<file path="src/rtl/arm_ctrl_pkg.sv">
// Shared types and encodings for the ARM data-processing control unit.
package arm_ctrl_pkg;

  localparam int unsigned INSTR_W    = 32;
  localparam int unsigned REG_ADDR_W = 4;
  localparam int unsigned OPCODE_W   = 4;
  localparam int unsigned SHIFT_OP_W = 3;
  localparam int unsigned RS_SEL_W   = 2;
  localparam int unsigned CLASS_W    = 3;

  typedef enum logic [2:0] {
    ST_IDLE,
    ST_FETCH,
    ST_READ,
    ST_EXEC,
    ST_WB
  } state_t;

  // ARM data-processing opcodes, I[24:21]
  localparam logic [OPCODE_W-1:0] OP_AND = 4'h0;
  localparam logic [OPCODE_W-1:0] OP_EOR = 4'h1;
  localparam logic [OPCODE_W-1:0] OP_SUB = 4'h2;
  localparam logic [OPCODE_W-1:0] OP_RSB = 4'h3;
  localparam logic [OPCODE_W-1:0] OP_ADD = 4'h4;
  localparam logic [OPCODE_W-1:0] OP_ADC = 4'h5;
  localparam logic [OPCODE_W-1:0] OP_SBC = 4'h6;
  localparam logic [OPCODE_W-1:0] OP_RSC = 4'h7;
  localparam logic [OPCODE_W-1:0] OP_TST = 4'h8;
  localparam logic [OPCODE_W-1:0] OP_TEQ = 4'h9;
  localparam logic [OPCODE_W-1:0] OP_CMP = 4'hA;
  localparam logic [OPCODE_W-1:0] OP_CMN = 4'hB;
  localparam logic [OPCODE_W-1:0] OP_ORR = 4'hC;
  localparam logic [OPCODE_W-1:0] OP_MOV = 4'hD;
  localparam logic [OPCODE_W-1:0] OP_BIC = 4'hE;
  localparam logic [OPCODE_W-1:0] OP_MVN = 4'hF;

  localparam logic [1:0] SH_LSL = 2'b00;
  localparam logic [1:0] SH_LSR = 2'b01;
  localparam logic [1:0] SH_ASR = 2'b10;
  localparam logic [1:0] SH_ROR = 2'b11;

  // Shift-amount source select
  localparam logic [RS_SEL_W-1:0] RS_ROT_IMM = 2'b00;
  localparam logic [RS_SEL_W-1:0] RS_REG     = 2'b01;
  localparam logic [RS_SEL_W-1:0] RS_IMM5    = 2'b10;

  // Instruction class, I[27:25]
  localparam logic [CLASS_W-1:0] CLS_DP_REG = 3'b000;
  localparam logic [CLASS_W-1:0] CLS_DP_IMM = 3'b001;
  localparam logic [CLASS_W-1:0] CLS_BRANCH = 3'b101;

  typedef struct packed {
    logic                  und_ins;
    logic                  is_branch;
    logic                  rm_imm_s_ctrl;
    logic [RS_SEL_W-1:0]   rs_imm_s_ctrl;
    logic [SHIFT_OP_W-1:0] shift_op;
    logic [OPCODE_W-1:0]   alu_op;
  } decode_t;

  // Compare/test opcodes update flags only and never write Rd
  function automatic logic is_test_op(input logic [OPCODE_W-1:0] op);
    return op[3:2] == 2'b10;
  endfunction

endpackage

</file>
<file path="src/rtl/arm_dp_controller_if.sv">
// Control-unit bus: IR/condition in from fetch, fields and strobes out to the datapath.
interface arm_dp_controller_if;
  import arm_ctrl_pkg::*;

  logic [INSTR_W-1:0]    I;
  logic                  W_IR_valid;
  logic [REG_ADDR_W-1:0] rd;
  logic [REG_ADDR_W-1:0] rn;
  logic [REG_ADDR_W-1:0] rm;
  logic [REG_ADDR_W-1:0] rs;
  logic [4:0]            imm5;
  logic [11:0]           imm12;
  logic [23:0]           imm24;
  logic                  Und_Ins;
  logic                  write_pc;
  logic                  write_ir;
  logic                  write_reg;
  logic                  LA;
  logic                  LB;
  logic                  LC;
  logic                  LF;
  logic                  S_ctrl;
  logic                  rm_imm_s_ctrl;
  logic [RS_SEL_W-1:0]   rs_imm_s_ctrl;
  logic [SHIFT_OP_W-1:0] Shift_OP_ctrl;
  logic [OPCODE_W-1:0]   ALU_OP_ctrl;

  modport master (
    output I, W_IR_valid,
    input  rd, rn, rm, rs, imm5, imm12, imm24, Und_Ins,
    input  write_pc, write_ir, write_reg, LA, LB, LC, LF, S_ctrl,
    input  rm_imm_s_ctrl, rs_imm_s_ctrl, Shift_OP_ctrl, ALU_OP_ctrl
  );

  modport slave (
    input  I, W_IR_valid,
    output rd, rn, rm, rs, imm5, imm12, imm24, Und_Ins,
    output write_pc, write_ir, write_reg, LA, LB, LC, LF, S_ctrl,
    output rm_imm_s_ctrl, rs_imm_s_ctrl, Shift_OP_ctrl, ALU_OP_ctrl
  );

endinterface

</file>
<file path="src/rtl/arm_instr_decode.sv">
// Combinational class decode and shifter/ALU select generation for one instruction.
module arm_instr_decode
  import arm_ctrl_pkg::*;
(
  input  logic [CLASS_W-1:0]  cls,
  input  logic [OPCODE_W-1:0] opcode,
  input  logic [1:0]          shift_type,
  input  logic                bit7,
  input  logic                bit4,
  output decode_t             dec
);

  always_comb begin
    dec               = '0;
    dec.alu_op        = opcode;
    dec.rs_imm_s_ctrl = RS_IMM5;
    dec.shift_op      = {shift_type, 1'b0};
    case (cls)
      CLS_DP_IMM: begin
        dec.rm_imm_s_ctrl = 1'b1;
        dec.rs_imm_s_ctrl = RS_ROT_IMM;
        dec.shift_op      = 3'b111;
      end
      CLS_DP_REG: begin
        // bit4=1 with bit7=1 is the multiply / halfword-transfer space
        if (!bit4) begin
          dec.rs_imm_s_ctrl = RS_IMM5;
          dec.shift_op      = {shift_type, 1'b0};
        end else if (!bit7) begin
          dec.rs_imm_s_ctrl = RS_REG;
          dec.shift_op      = {shift_type, 1'b1};
        end else begin
          dec.und_ins = 1'b1;
        end
      end
      CLS_BRANCH: dec.is_branch = 1'b1;
      default:    dec.und_ins   = 1'b1;
    endcase
  end

endmodule

</file>
<file path="src/rtl/arm_dp_controller.sv">
// Multicycle FETCH/READ/EXEC/WB sequencer for ARM data-processing instructions.
module arm_dp_controller
  import arm_ctrl_pkg::*;
(
  input  logic                clk,
  input  logic                rst,
  arm_dp_controller_if.slave  bus
);

  decode_t dec;
  state_t  state;
  logic    skip;
  logic    write_pc_q;
  logic    write_ir_q;
  logic    write_reg_q;
  logic    lf_q;
  logic    s_ctrl_q;

  arm_instr_decode u_decode (
    .cls        (bus.I[27:25]),
    .opcode     (bus.I[24:21]),
    .shift_type (bus.I[6:5]),
    .bit7       (bus.I[7]),
    .bit4       (bus.I[4]),
    .dec        (dec)
  );

  assign bus.rd    = bus.I[15:12];
  assign bus.rn    = bus.I[19:16];
  assign bus.rm    = bus.I[3:0];
  assign bus.rs    = bus.I[11:8];
  assign bus.imm5  = bus.I[11:7];
  assign bus.imm12 = bus.I[11:0];
  assign bus.imm24 = bus.I[23:0];

  assign bus.Und_Ins       = dec.und_ins;
  assign bus.rm_imm_s_ctrl = dec.rm_imm_s_ctrl;
  assign bus.rs_imm_s_ctrl = dec.rs_imm_s_ctrl;
  assign bus.Shift_OP_ctrl = dec.shift_op;
  assign bus.ALU_OP_ctrl   = dec.alu_op;

  // The IR is only loaded at the end of FETCH, so operand latching in READ
  // must follow the freshly loaded instruction rather than a registered copy.
  assign skip   = dec.und_ins | dec.is_branch | ~bus.W_IR_valid;
  assign bus.LA = (state == ST_READ) & ~skip;
  assign bus.LB = (state == ST_READ) & ~skip;
  assign bus.LC = (state == ST_READ) & ~skip;

  assign bus.write_pc  = write_pc_q;
  assign bus.write_ir  = write_ir_q;
  assign bus.write_reg = write_reg_q;
  assign bus.LF        = lf_q;
  assign bus.S_ctrl    = s_ctrl_q;

  // Strobes are loaded on the edge that enters the state they belong to
  always_ff @(posedge clk) begin
    if (!rst) begin
      state       <= ST_IDLE;
      write_pc_q  <= 1'b0;
      write_ir_q  <= 1'b0;
      write_reg_q <= 1'b0;
      lf_q        <= 1'b0;
      s_ctrl_q    <= 1'b0;
    end else begin
      write_pc_q  <= 1'b0;
      write_ir_q  <= 1'b0;
      write_reg_q <= 1'b0;
      lf_q        <= 1'b0;
      s_ctrl_q    <= 1'b0;
      case (state)
        ST_IDLE: begin
          state      <= ST_FETCH;
          write_pc_q <= 1'b1;
          write_ir_q <= 1'b1;
        end
        ST_FETCH: state <= ST_READ;
        ST_READ: begin
          if (skip) begin
            state      <= ST_FETCH;
            write_pc_q <= 1'b1;
            write_ir_q <= 1'b1;
          end else begin
            state    <= ST_EXEC;
            lf_q     <= 1'b1;
            s_ctrl_q <= bus.I[20];
          end
        end
        ST_EXEC: begin
          state       <= ST_WB;
          write_reg_q <= ~is_test_op(dec.alu_op);
        end
        ST_WB: begin
          state      <= ST_FETCH;
          write_pc_q <= 1'b1;
          write_ir_q <= 1'b1;
        end
        default: state <= ST_IDLE;
      endcase
    end
  end

endmodule

</file>
<file path="src/flat_wrapper.sv">
// flat-port wrapper written by rule: the top's interface ports become plain ports
module arm_dp_controller_flat import arm_ctrl_pkg::*;
  (clk, rst, bus_I, bus_W_IR_valid, bus_rd, bus_rn, bus_rm, bus_rs, bus_imm5, bus_imm12, bus_imm24, bus_Und_Ins, bus_write_pc, bus_write_ir, bus_write_reg, bus_LA, bus_LB, bus_LC, bus_LF, bus_S_ctrl, bus_rm_imm_s_ctrl, bus_rs_imm_s_ctrl, bus_Shift_OP_ctrl, bus_ALU_OP_ctrl);
  arm_dp_controller_if bus_i ();
  input  logic clk;
  input  logic rst;
  input wire logic [$bits(bus_i.I)-1:0] bus_I;
  input wire logic [$bits(bus_i.W_IR_valid)-1:0] bus_W_IR_valid;
  output wire logic [$bits(bus_i.rd)-1:0] bus_rd;
  output wire logic [$bits(bus_i.rn)-1:0] bus_rn;
  output wire logic [$bits(bus_i.rm)-1:0] bus_rm;
  output wire logic [$bits(bus_i.rs)-1:0] bus_rs;
  output wire logic [$bits(bus_i.imm5)-1:0] bus_imm5;
  output wire logic [$bits(bus_i.imm12)-1:0] bus_imm12;
  output wire logic [$bits(bus_i.imm24)-1:0] bus_imm24;
  output wire logic [$bits(bus_i.Und_Ins)-1:0] bus_Und_Ins;
  output wire logic [$bits(bus_i.write_pc)-1:0] bus_write_pc;
  output wire logic [$bits(bus_i.write_ir)-1:0] bus_write_ir;
  output wire logic [$bits(bus_i.write_reg)-1:0] bus_write_reg;
  output wire logic [$bits(bus_i.LA)-1:0] bus_LA;
  output wire logic [$bits(bus_i.LB)-1:0] bus_LB;
  output wire logic [$bits(bus_i.LC)-1:0] bus_LC;
  output wire logic [$bits(bus_i.LF)-1:0] bus_LF;
  output wire logic [$bits(bus_i.S_ctrl)-1:0] bus_S_ctrl;
  output wire logic [$bits(bus_i.rm_imm_s_ctrl)-1:0] bus_rm_imm_s_ctrl;
  output wire logic [$bits(bus_i.rs_imm_s_ctrl)-1:0] bus_rs_imm_s_ctrl;
  output wire logic [$bits(bus_i.Shift_OP_ctrl)-1:0] bus_Shift_OP_ctrl;
  output wire logic [$bits(bus_i.ALU_OP_ctrl)-1:0] bus_ALU_OP_ctrl;
  assign bus_i.I = bus_I;
  assign bus_i.W_IR_valid = bus_W_IR_valid;
  assign bus_rd = bus_i.rd;
  assign bus_rn = bus_i.rn;
  assign bus_rm = bus_i.rm;
  assign bus_rs = bus_i.rs;
  assign bus_imm5 = bus_i.imm5;
  assign bus_imm12 = bus_i.imm12;
  assign bus_imm24 = bus_i.imm24;
  assign bus_Und_Ins = bus_i.Und_Ins;
  assign bus_write_pc = bus_i.write_pc;
  assign bus_write_ir = bus_i.write_ir;
  assign bus_write_reg = bus_i.write_reg;
  assign bus_LA = bus_i.LA;
  assign bus_LB = bus_i.LB;
  assign bus_LC = bus_i.LC;
  assign bus_LF = bus_i.LF;
  assign bus_S_ctrl = bus_i.S_ctrl;
  assign bus_rm_imm_s_ctrl = bus_i.rm_imm_s_ctrl;
  assign bus_rs_imm_s_ctrl = bus_i.rs_imm_s_ctrl;
  assign bus_Shift_OP_ctrl = bus_i.Shift_OP_ctrl;
  assign bus_ALU_OP_ctrl = bus_i.ALU_OP_ctrl;
  arm_dp_controller u_core (.clk(clk), .rst(rst), .bus(bus_i));
endmodule
</file>
<file path="config.mk">
export PLATFORM = sky130hd
export DESIGN_NAME = arm_dp_controller_flat
export DESIGN_NICKNAME = d
export VERILOG_FILES = /design/src/rtl/arm_ctrl_pkg.sv /design/src/rtl/arm_dp_controller_if.sv /design/src/rtl/arm_instr_decode.sv /design/src/rtl/arm_dp_controller.sv /design/src/flat_wrapper.sv
export SDC_FILE = /design/constraint.sdc
export NUM_CORES = 1
export LEC_CHECK = 0
export BUFFER_PORTS_ARGS = -buffer_cell sky130_fd_sc_hd__buf_2
export CELL_PAD_IN_SITES_DETAIL_PLACEMENT = 1
export CELL_PAD_IN_SITES_GLOBAL_PLACEMENT = 1
export CORE_AREA = 4 4 75 77
export CTS_CLUSTER_SIZE = 12
export DETAILED_ROUTE_END_ITERATION = 12
export DIE_AREA = 0 0 79 81
export PLACE_DENSITY = 0.7
export SYNTH_ARGS = -nofsm -noshare
export SYNTH_HDL_FRONTEND = slang
export SYNTH_HIERARCHICAL = 1
export SYNTH_SLANG_ARGS = --single-unit
export TNS_END_PERCENT = 30
</file>
<file path="constraint.sdc">
create_clock -name clk -period 1.27 [get_ports clk]
set_input_delay 0.127 -clock clk [delete_from_list [all_inputs] [get_ports clk]]
set_output_delay 0.127 -clock clk [all_outputs]
set_load 0.05 [all_outputs]
</file>
==> results by group, run 1 <==
Status
  – Status: complete, but fails checks
  – Failing checks: setup timing

Worst setup path
  – Cell Chain, Critical Path: buf_8 -> a21oi_4 -> o21bai_4 -> or3b_4 -> nor4_4 -> buf_6
  – Crit path largest cell delay: between 0.4 and 0.5 ns
  – Slowest CP cell: or3b_4
  – Buf+Inv Stages, Crit Path: 2
  – CP max FO: 3
  – CP delay by family, top: simple AND/OR/NAND/NOR gates
  – Arrival @ worst endpoint: 1.33 ns
  – Worst setup EP type: output pin
  – Setup crit start kind: input port
  – R2R depth: 2
  – Worst path depth: 6
  – Setup CP Type: in -> out
  – Worst Path Required: approximately 1.1 ns

Detailed routing
  – Drt via density: 3.122
  – Drt total wl: roughly 1600 um
  – Via count: between 400 and 500
  – Initial DRC Count: 29
  – Drt first pass iters: 4
  – DR WL/cell: ~10 um
  – Drt drc: 0
  – DRT antenna net count: 0

Synthesis
  – Synth unique cells: 24
  – Top FF cell, synth: dfxtp_1
  – Gate Count Post-Synth: a little under 100
  – Sequential fraction of the synthesis area: 0.1720
  – Yosys top cell by area: buf_4
  – Area share of the largest cell type after synthesis: 0.5899
  – Top post-synthesis cells by area: buf_4, dfxtp_1, nand4bb_1, a21o_1, inv_1
  – Async set or reset register ratio after synthesis: 0
  – Yosys reg bits: 7
  – Mapped Area: 814.5 um^2
  – Post-synth EDFFs: 0
  – Synthesized Nets: between 100 and 150
  – Avg Synthesized Cell Area: slightly above 8 um^2
  – Synth Warn #: 6

Die
  – # rows: 26
  – Initial core utilization: 0.1626
  – # IOs: between 100 and 150
  – Die area: roughly 6400 um^2
  – Die Wd: ~79 um
  – Core area: 5010 um^2
  – Die height: just over 80 um

Power
  – Worst VDD drop: roughly 310 uV
  – Pleak: 0.3875 nW
  – Pwr dens: roughly 1100 nW/um^2

GRT
  – Vias in the first global route: ~500
  – First-pass GRT wire length: ~2300 um
  – GRT overflow: 0
  – Initial antenna violation count: 0
  – Largest net degree at the start of global routing: 7
  – Total GRT Usage: 0.04811

Finish
  – Fraction of layout cells with a size suffix above 1: 0.6860
  – Reg with most FFs: u_core/state
  – Commonest non-fill, non-tap cell in the layout: buf_2
  – Max reg flops: 3
  – Highest-count cells in the layout ignoring fill and taps: buf_2, buf_4, dfxtp_1, buf_6, inv_1
  – Antenna diode count: 0
  – Fillers: approximately 620
  – Fin util: 0.1608
  – Area Overhead vs Synth: -1.075%
  – Final nets: ~120
  – Fin cells: ~160

Clock network
  – Root Buffer: clkbuf_8
  – CTS tree: done
  – Post-CTS Hold Buffers: 0
  – H-tree depth: 1
  – Max Buffers Root-to-Sink: 2
  – Worst-path clk slew: approximately 0.040 ns
  – Clk_lat worst skew: approximately 0.23 ns
  – Clk sinks: 7
  – Clock buffers created by TritonCTS: 3

Timing
  – Setup ws final: -0.1836 ns
  – Slew Viols, Final: 0
  – Final setup TNS: -0.5459 ns
  – Final Skew: between 0.003 and 0.004 ns
  – Unrepaired setup endpoints after global routing: yes
  – Worst-Margin Slew: 0.3297 ns
  – Setup Viol. Count Final: 3
  – Final Hold Viols: 0
  – Max frequency: about 690 MHz
  – Slew HR: 0.7786
  – Tcrit/Tclk final: 1.145
  – Period minus WS final: 1.454 ns

Worst hold path
  – Hold/Removal Path Class: in -> reg
  – Worst Hold Depth: 2

Placement
  – Pre-CTS WS: -0.3464 ns
  – Dpl cells: approximately 150
  – Placer Congestion: between 0.6 and 0.7
  – Post-DP HPWL: 1298 um
  – Port Buffer Count: 40

Run
  – Max cap viols: 0
[cell type report]
cell class	count	area, um^2	share of cell area
Multi-Input combinational cell	23	216.5	0.2686
Timing Repair Buffer	48	301.5	0.3742
Inverter	4	15.01	0.01863
Clock buffer	4	45.04	0.05590
Tap cell	70	87.58	0.1087
Sequential cell	7	140.1	0.1739
[worst paths after layout]
path | start | endpoint | slack [ns]
setup / recovery | bus_I[7] | bus_LC | -0.18
hold / removal | bus_I[24] | u_core/bus.write_reg | 0.09
setup reg to reg | u_core/state[2] | u_core/bus.write_reg | 0.38
hold reg to reg | u_core/state[0] | u_core/state[1] | 0.58
[cells in the mapped netlist, types with 2 or more instances]
cell	count
nand4bb_1	2
dfxtp_1	7
a21o_1	2
inv_1	4
buf_4	64
[cell families after synthesis]
kind of cell	synth area share
buffers and inverters	0.6083
AND/OR/NAND/NOR	0.1413
AO/OA/AOI/OAI	0.07833
flip-flops	0.1720
[where the power goes]
group / switching, mW / total (mW) / internal, mW / leakage, nW
Sequential: 0.00809 / 0.237 / 0.229 / 0.0573
Combinational: 0.201 / 0.291 / 0.0900 / 0.307
Clock: 0.102 / 0.320 / 0.218 / 0.0228
[repair_timing]
item | 4_1_cts | 5_1_grt
hold endpoints to repair | 0 | 0
gates resized for setup | 13 | 0
endpoints found under the setup margin | 3 | 3
setup buffers | 1 | 0
pin swaps | 4 | 0
[worst reg2reg max path, stage by stage (launching register included)]
cell and delay (ns):
dfxtp_1 0.42, and4b_1 0.24, a21boi_1 0.12
[per-stage QoR]
stage,cell area [um^2],hold slack (ns),total power [mW]
after CTS,805.8,0.08293,0.8649
after global routing,805.8,0.08510,0.8884
after floorplan,859.6,0.2471,0.8705
after global placement,711.9,0.2545,0.5186
final,805.8,0.09276,0.8475
after detailed placement,711.9,0.2545,0.5228
[metal layers]
layer,GRT usage,up-vias,wire length [um]
met5,0,-,0
met4,0.05670,0,110
met3,0.02106,18,219
met2,0.07997,25,782
met1,0.03971,216,464
li1,-,228,-
(Power assumes the default switching activity.)
==> run 2: changes to the inputs <==
--- a/config.mk
+++ b/config.mk
@@ -5,6 +5,7 @@
 export SDC_FILE = /design/constraint.sdc
 export NUM_CORES = 1
 export LEC_CHECK = 0
+export ABC_AREA = 0
 export BUFFER_PORTS_ARGS = -buffer_cell sky130_fd_sc_hd__buf_2
 export CELL_PAD_IN_SITES_DETAIL_PLACEMENT = 1
 export CELL_PAD_IN_SITES_GLOBAL_PLACEMENT = 1
==> constraint.sdc (replaced) <==
create_clock -name clk -period 1.2 [get_ports clk]
set_input_delay 0.06 -clock clk [delete_from_list [all_inputs] [get_ports clk]]
set_output_delay 0.06 -clock clk [all_outputs]
set_load 0.05 [all_outputs]
==> run 2 against run 1 <==
The flow still finishes with violations (setup timing). Sequential share of layout area rose by 0.13 points. Sequential cell count did not move. Worst hold slack got worse by 0.066 ns. Total power rose by 5.7%. Via count fell by 1.0%. Utilization barely moved. Cell area rose by 0.16%. Setup slack improved by 0.068 ns. Non-clock buffer count did not move.
==> results by group, run 2 (same netlist as run 1, synthesis figures left out) <==
Clock network
  – H-tree depth: 1
  – Clock buffers created by TritonCTS: 3
  – Clk_lat worst skew: between 0.2 and 0.25 ns
  – Max Buffers Root-to-Sink: 2
  – CTS tree: done
  – Worst-path clk slew: ~0.04 ns
  – Clk sinks: 7
  – Post-CTS Hold Buffers: 0
  – Root Buffer: clkbuf_8

Finish
  – Final nets: 122
  – Area Overhead vs Synth: -0.9216%
  – Max reg flops: 3
  – Fin cells: 156
  – Register area: between 100 and 150 um^2
  – Commonest non-fill, non-tap cell in the layout: buf_2
  – Fillers: just over 600
  – Fraction of layout cells with a size suffix above 1: 0.6977
  – Highest-count cells in the layout ignoring fill and taps: buf_2, buf_4, dfxtp_1, buf_6, inv_1
  – Antenna diode count: 0
  – Post-route design area: 807.0 um^2
  – Reg with most FFs: u_core/state
  – Multi-input logic area: about 220 um^2
  – Fin util: 0.1611

Detailed routing
  – Drt total wl: roughly 1600 um
  – Via count: 482
  – Drt via density: between 3 and 4
  – DR WL/cell: about 10 um
  – DRT antenna net count: 0
  – Drt first pass iters: 3
  – Drt drc: 0
  – Initial DRC Count: 16

Worst setup path
  – Cell Chain, Critical Path: buf_8 -> a21oi_4 -> o21bai_4 -> or3b_4 -> nor4_4 -> buf_6
  – Crit path largest cell delay: 0.41 ns
  – CP max FO: 3
  – Buf+Inv Stages, Crit Path: 2
  – Setup CP Type: in -> out
  – Setup crit start kind: input port
  – CP delay by family, top: simple AND/OR/NAND/NOR gates
  – Worst Path Required: approximately 1.1 ns
  – Slowest CP cell: or3b_4
  – Worst setup EP type: output pin
  – Arrival @ worst endpoint: ~1.3 ns

GRT
  – Largest net degree at the start of global routing: 7
  – Total GRT Usage: 0.04788
  – First-pass GRT wire length: about 2300 um
  – Vias in the first global route: just over 500
  – Initial antenna violation count: 0
  – GRT overflow: 0

Placement
  – Dpl cells: roughly 150
  – Port Buffer Count: 40
  – Placer Congestion: between 0.6 and 0.7
  – DP Area: just over 700 um^2
  – Post-DP HPWL: about 1300 um

Run
  – Max cap viols: 0

Status
  – Status: complete, but fails checks
  – Failing checks: setup timing

Timing
  – Setup ws final: -0.1152 ns
  – Worst-Margin Slew: 0.3198 ns
  – Final Skew: roughly 0.0020 ns
  – Setup Viol. Count Final: 3
  – Minimum hold slack: 0.02642 ns
  – Period minus WS final: roughly 1.3 ns
  – Slew Viols, Final: 0
  – Final Hold Viols: 0
  – Max frequency: approximately 760 MHz
  – Slew HR: 0.7852
  – Tcrit/Tclk final: 1.096
  – Unrepaired setup endpoints after global routing: yes

Die
  – Initial core utilization: 0.1626
  – Die area: approximately 6400 um^2
  – Die height: roughly 81 um
  – Die Wd: approximately 79 um
  – # rows: 26
  – # IOs: ~110
  – Core area: around 5000 um^2

Power
  – Worst VDD drop: between 200 and 250 uV
  – Pleak: ~0.39 nW
  – Pwr dens: between 1000 and 1500 nW/um^2

Worst hold path
  – Hold/Removal Path Class: in -> reg
[run 2: cell types whose count changed in the layout (fill, tap and decap cells not counted)]
cell / previous run / this run
dfxtp_1: 7 / 6
dfxtp_2: 0 / 1
[run 2: cell type report]
type	instances	area share
clock buffer	4	0.05581
timing repair buffer	48	0.3736
inverter	4	0.01860
tap	70	0.1085
sequential	7	0.1752
multi-input combinational	23	0.2682
[run 2: worst paths after layout]
check / start / end / slack, ns / depth (start not counted)
max: bus_I[7] / bus_LC / -0.12 / 6
min: bus_I[24] / u_core/bus.write_reg / 0.03 / 2
max reg2reg: u_core/state[0] / u_core/bus.write_reg / 0.28 / 2
min reg2reg: u_core/state[1] / u_core/state[1] / 0.57 / 2
[run 2: power breakdown]
group	internal, mW	switching, mW
clock	0.230	0.105
sequential	0.243	0.00939
combinational	0.0953	0.213
total	0.568	0.328
[run 2: repair_timing]
action | in CTS | in global routing
endpoints found under the setup margin | 3 | 3
setup buffers | 1 | 0
pin swaps | 4 | 0
gates resized for setup | 14 | 0
[run 2: through the flow]
| step | setup WS, ns | setup TNS (ns) | total power, mW |
|---|---|---|---|
| after detailed placement | -0.2821 | -0.9896 | 0.5535 |
| after floorplan | -0.6704 | -1.911 | 0.9213 |
| after CTS | -0.1264 | -0.3748 | 0.9168 |
| after global placement | -0.2490 | -0.8521 | 0.5488 |
| final | -0.1152 | -0.3427 | 0.8961 |
| after global routing | -0.1659 | -0.4945 | 0.9332 |
[run 2: per-layer routing]
layer  vias up  track usage  share of wire
li1        225            -              -
met1       216      0.03907           0.30
met2        23      0.08249           0.50
met3        18      0.01441           0.13
met4         0      0.06186          0.066
met5         -            0              0
==> run 3: changes to the inputs <==
--- a/config.mk
+++ b/config.mk
@@ -6,13 +6,14 @@
 export NUM_CORES = 1
 export LEC_CHECK = 0
 export ABC_AREA = 0
+export ABC_CLOCK_PERIOD_IN_PS = 1200
 export BUFFER_PORTS_ARGS = -buffer_cell sky130_fd_sc_hd__buf_2
 export CELL_PAD_IN_SITES_DETAIL_PLACEMENT = 1
 export CELL_PAD_IN_SITES_GLOBAL_PLACEMENT = 1
-export CORE_AREA = 4 4 75 77
+export CORE_AREA = 2 2 73 75
 export CTS_CLUSTER_SIZE = 12
 export DETAILED_ROUTE_END_ITERATION = 12
-export DIE_AREA = 0 0 79 81
+export DIE_AREA = 0 0 75 77
 export PLACE_DENSITY = 0.7
 export SYNTH_ARGS = -nofsm -noshare
 export SYNTH_HDL_FRONTEND = slang
==> run 3 against run 2 <==
The run still ends with setup timing left. Critical path depth unchanged. Register-to-register slack better by 0.02 ns. Global-route usage up 0.46 points. Critical path type unchanged. Largest cell class unchanged. Fmax about the same. Critical endpoint unchanged. Setup slack about the same. Total power down 0.65%.
==> results by group, run 3 (same netlist as run 1, synthesis figures left out) <==
GRT
  – Largest net degree at the start of global routing: 7
  – Vias in the first global route: about 500
  – Met1 Resource Use GR: 0.04556
  – First-pass GRT wire length: roughly 2300 um
  – Met2 usage: 0.08070
  – Total GRT Usage: 0.05244
  – GR peak layer: met2
  – GRT overflow: 0
  – GR Util met3: 0.01577
  – Initial antenna violation count: 0

Finish
  – Area Overhead vs Synth: -0.9216%
  – Max reg flops: 3
  – Reg with most FFs: u_core/state
  – Antenna diode count: 0
  – Fillers: 602
  – Highest-count cells in the layout ignoring fill and taps: buf_2, buf_4, dfxtp_1, buf_6, inv_1
  – Fraction of layout cells with a size suffix above 1: 0.6977
  – Commonest non-fill, non-tap cell in the layout: buf_2
  – Multi-input logic area: 216.5 um^2
  – Final nets: ~120
  – Post-route design area: 807.0 um^2
  – Register area: 141.4 um^2

Timing
  – Period minus WS final: about 1.3 ns
  – Final Skew: 0.001230 ns
  – Unrepaired setup endpoints after global routing: yes
  – Final Hold Viols: 0
  – Max frequency: ~760 MHz
  – Setup ws final: -0.1157 ns
  – Tcrit/Tclk final: 1.096
  – Worst-Margin Slew: between 0.3 and 0.4 ns
  – Setup Viol. Count Final: 3
  – Slew Viols, Final: 0
  – Slew HR: 0.7789

Clock network
  – Clk sinks: 7
  – H-tree depth: 1
  – Clock buffers created by TritonCTS: 3
  – Root Buffer: clkbuf_8
  – Worst-path clk slew: 0.04 ns
  – CTS tree: done
  – Max Buffers Root-to-Sink: 2
  – Clk_lat worst skew: approximately 0.23 ns

Placement
  – Placer Congestion: between 0.5 and 0.6
  – Post-DP HPWL: 1271 um
  – DP Area: 711.9 um^2
  – Pre-CTS WS: -0.3009 ns
  – Port Buffer Count: 40

Die
  – Core area: ~5000 um^2
  – # rows: 26
  – # IOs: about 110
  – Die Wd: approximately 75 um
  – Die area: between 5000 and 6000 um^2
  – Die height: slightly below 80 um
  – Initial core utilization: 0.1637

Worst setup path
  – Worst Path Required: approximately 1.1 ns
  – Setup CP Type: in -> out
  – Arrival @ worst endpoint: between 1 and 1.5 ns
  – Worst setup EP type: output pin
  – CP max FO: 3
  – Setup crit start kind: input port
  – RR Endpoint: u_core/bus.write_reg
  – Reg2reg setup slack: about 0.30 ns
  – R2R depth: 2
  – Worst r2r src: u_core/state[2]

Detailed routing
  – Drt total wl: around 1500 um
  – DRT antenna net count: 0
  – DR WL/cell: between 9 and 10 um
  – Drt drc: 0
  – Initial DRC Count: 14
  – Drt via density: ~3.1
  – Via count: approximately 490
  – Drt first pass iters: 4

Status
  – Status: complete, but fails checks
  – Failing checks: setup timing

Worst hold path
  – Hold EP: u_core/bus.write_reg
  – Hold/Removal Path Class: in -> reg
  – Hold Crit Start: bus_I[24]
  – Worst Hold Depth: 2

Run
  – Max cap viols: 0

Power
  – Pleak: 0.3874 nW
  – Worst VDD drop: 253.4 uV
  – Pwr dens: about 1100 nW/um^2
-- run 3: cell counts in the layout (fill, tap and decap cells not counted) --
Identical to the previous run, type by type.
-- run 3: layer usage --
layer / vias to the layer above / share of wire
met5: - / 0
met1: 210 / 0.33
met4: 0 / 0.076
met3: 24 / 0.15
li1: 227 / -
met2: 24 / 0.45
-- run 3: area by class of cell --
| cell class | count | share of cell area |
|---|---|---|
| multi-input cells | 23 | 0.2682 |
| clock buffers | 4 | 0.05581 |
| inverters | 4 | 0.01860 |
| well taps | 70 | 0.1085 |
| flip-flops and latches | 7 | 0.1752 |
| repair buffers | 48 | 0.3736 |
-- run 3: power breakdown --
group	internal (mW)	switching, mW
registers	0.243	0.00864
logic	0.0953	0.212
clock network	0.230	0.102
total	0.568	0.322
-- run 3: critical path, stage by stage --
cell and delay, ns:
buf_8 0.10, a21oi_4 0.15, o21bai_4 0.06, or3b_4 0.41
nor4_4 0.25, buf_6 0.21
-- run 3: per-stage QoR --
step | utilization | std cells | hold WS (ns) | setup TNS [ns] | total power, mW
2_1_floorplan | - | 98 | 0.1801 | -1.911 | 0.9213
3_3_place_gp | 0.1430 | 151 | 0.1205 | -0.8379 | 0.5482
3_5_place_dp | 0.1430 | 151 | 0.1205 | -1.031 | 0.5528
4_1_cts | 0.1621 | 156 | 0.02179 | -0.4009 | 0.9089
5_1_grt | 0.1621 | 156 | 0.03029 | -0.5821 | 0.9426
6_report | 0.1621 | 156 | 0.02541 | -0.3434 | 0.8904
-- run 3: worst max-delay path by stage --
stage	start	endpoint	slack [ns]	cells after the start
floorplan	bus_I[4]	bus_LB	-0.67	5
detailed placement	bus_I[4]	bus_LC	-0.30	6
CTS	bus_I[7]	bus_LC	-0.14	6
global placement	bus_I[27]	bus_LB	-0.24	5
finish	bus_I[7]	bus_LC	-0.12	6
global route	bus_I[7]	bus_LC	-0.19	6
-- run 3: repair_timing --
action | CTS | global route
pin swaps | 4 | 0
hold buffers | 0 | 0
gates resized for setup | 13 | 0
setup buffers | 1 | 0
endpoints found under the setup margin | 3 | 4
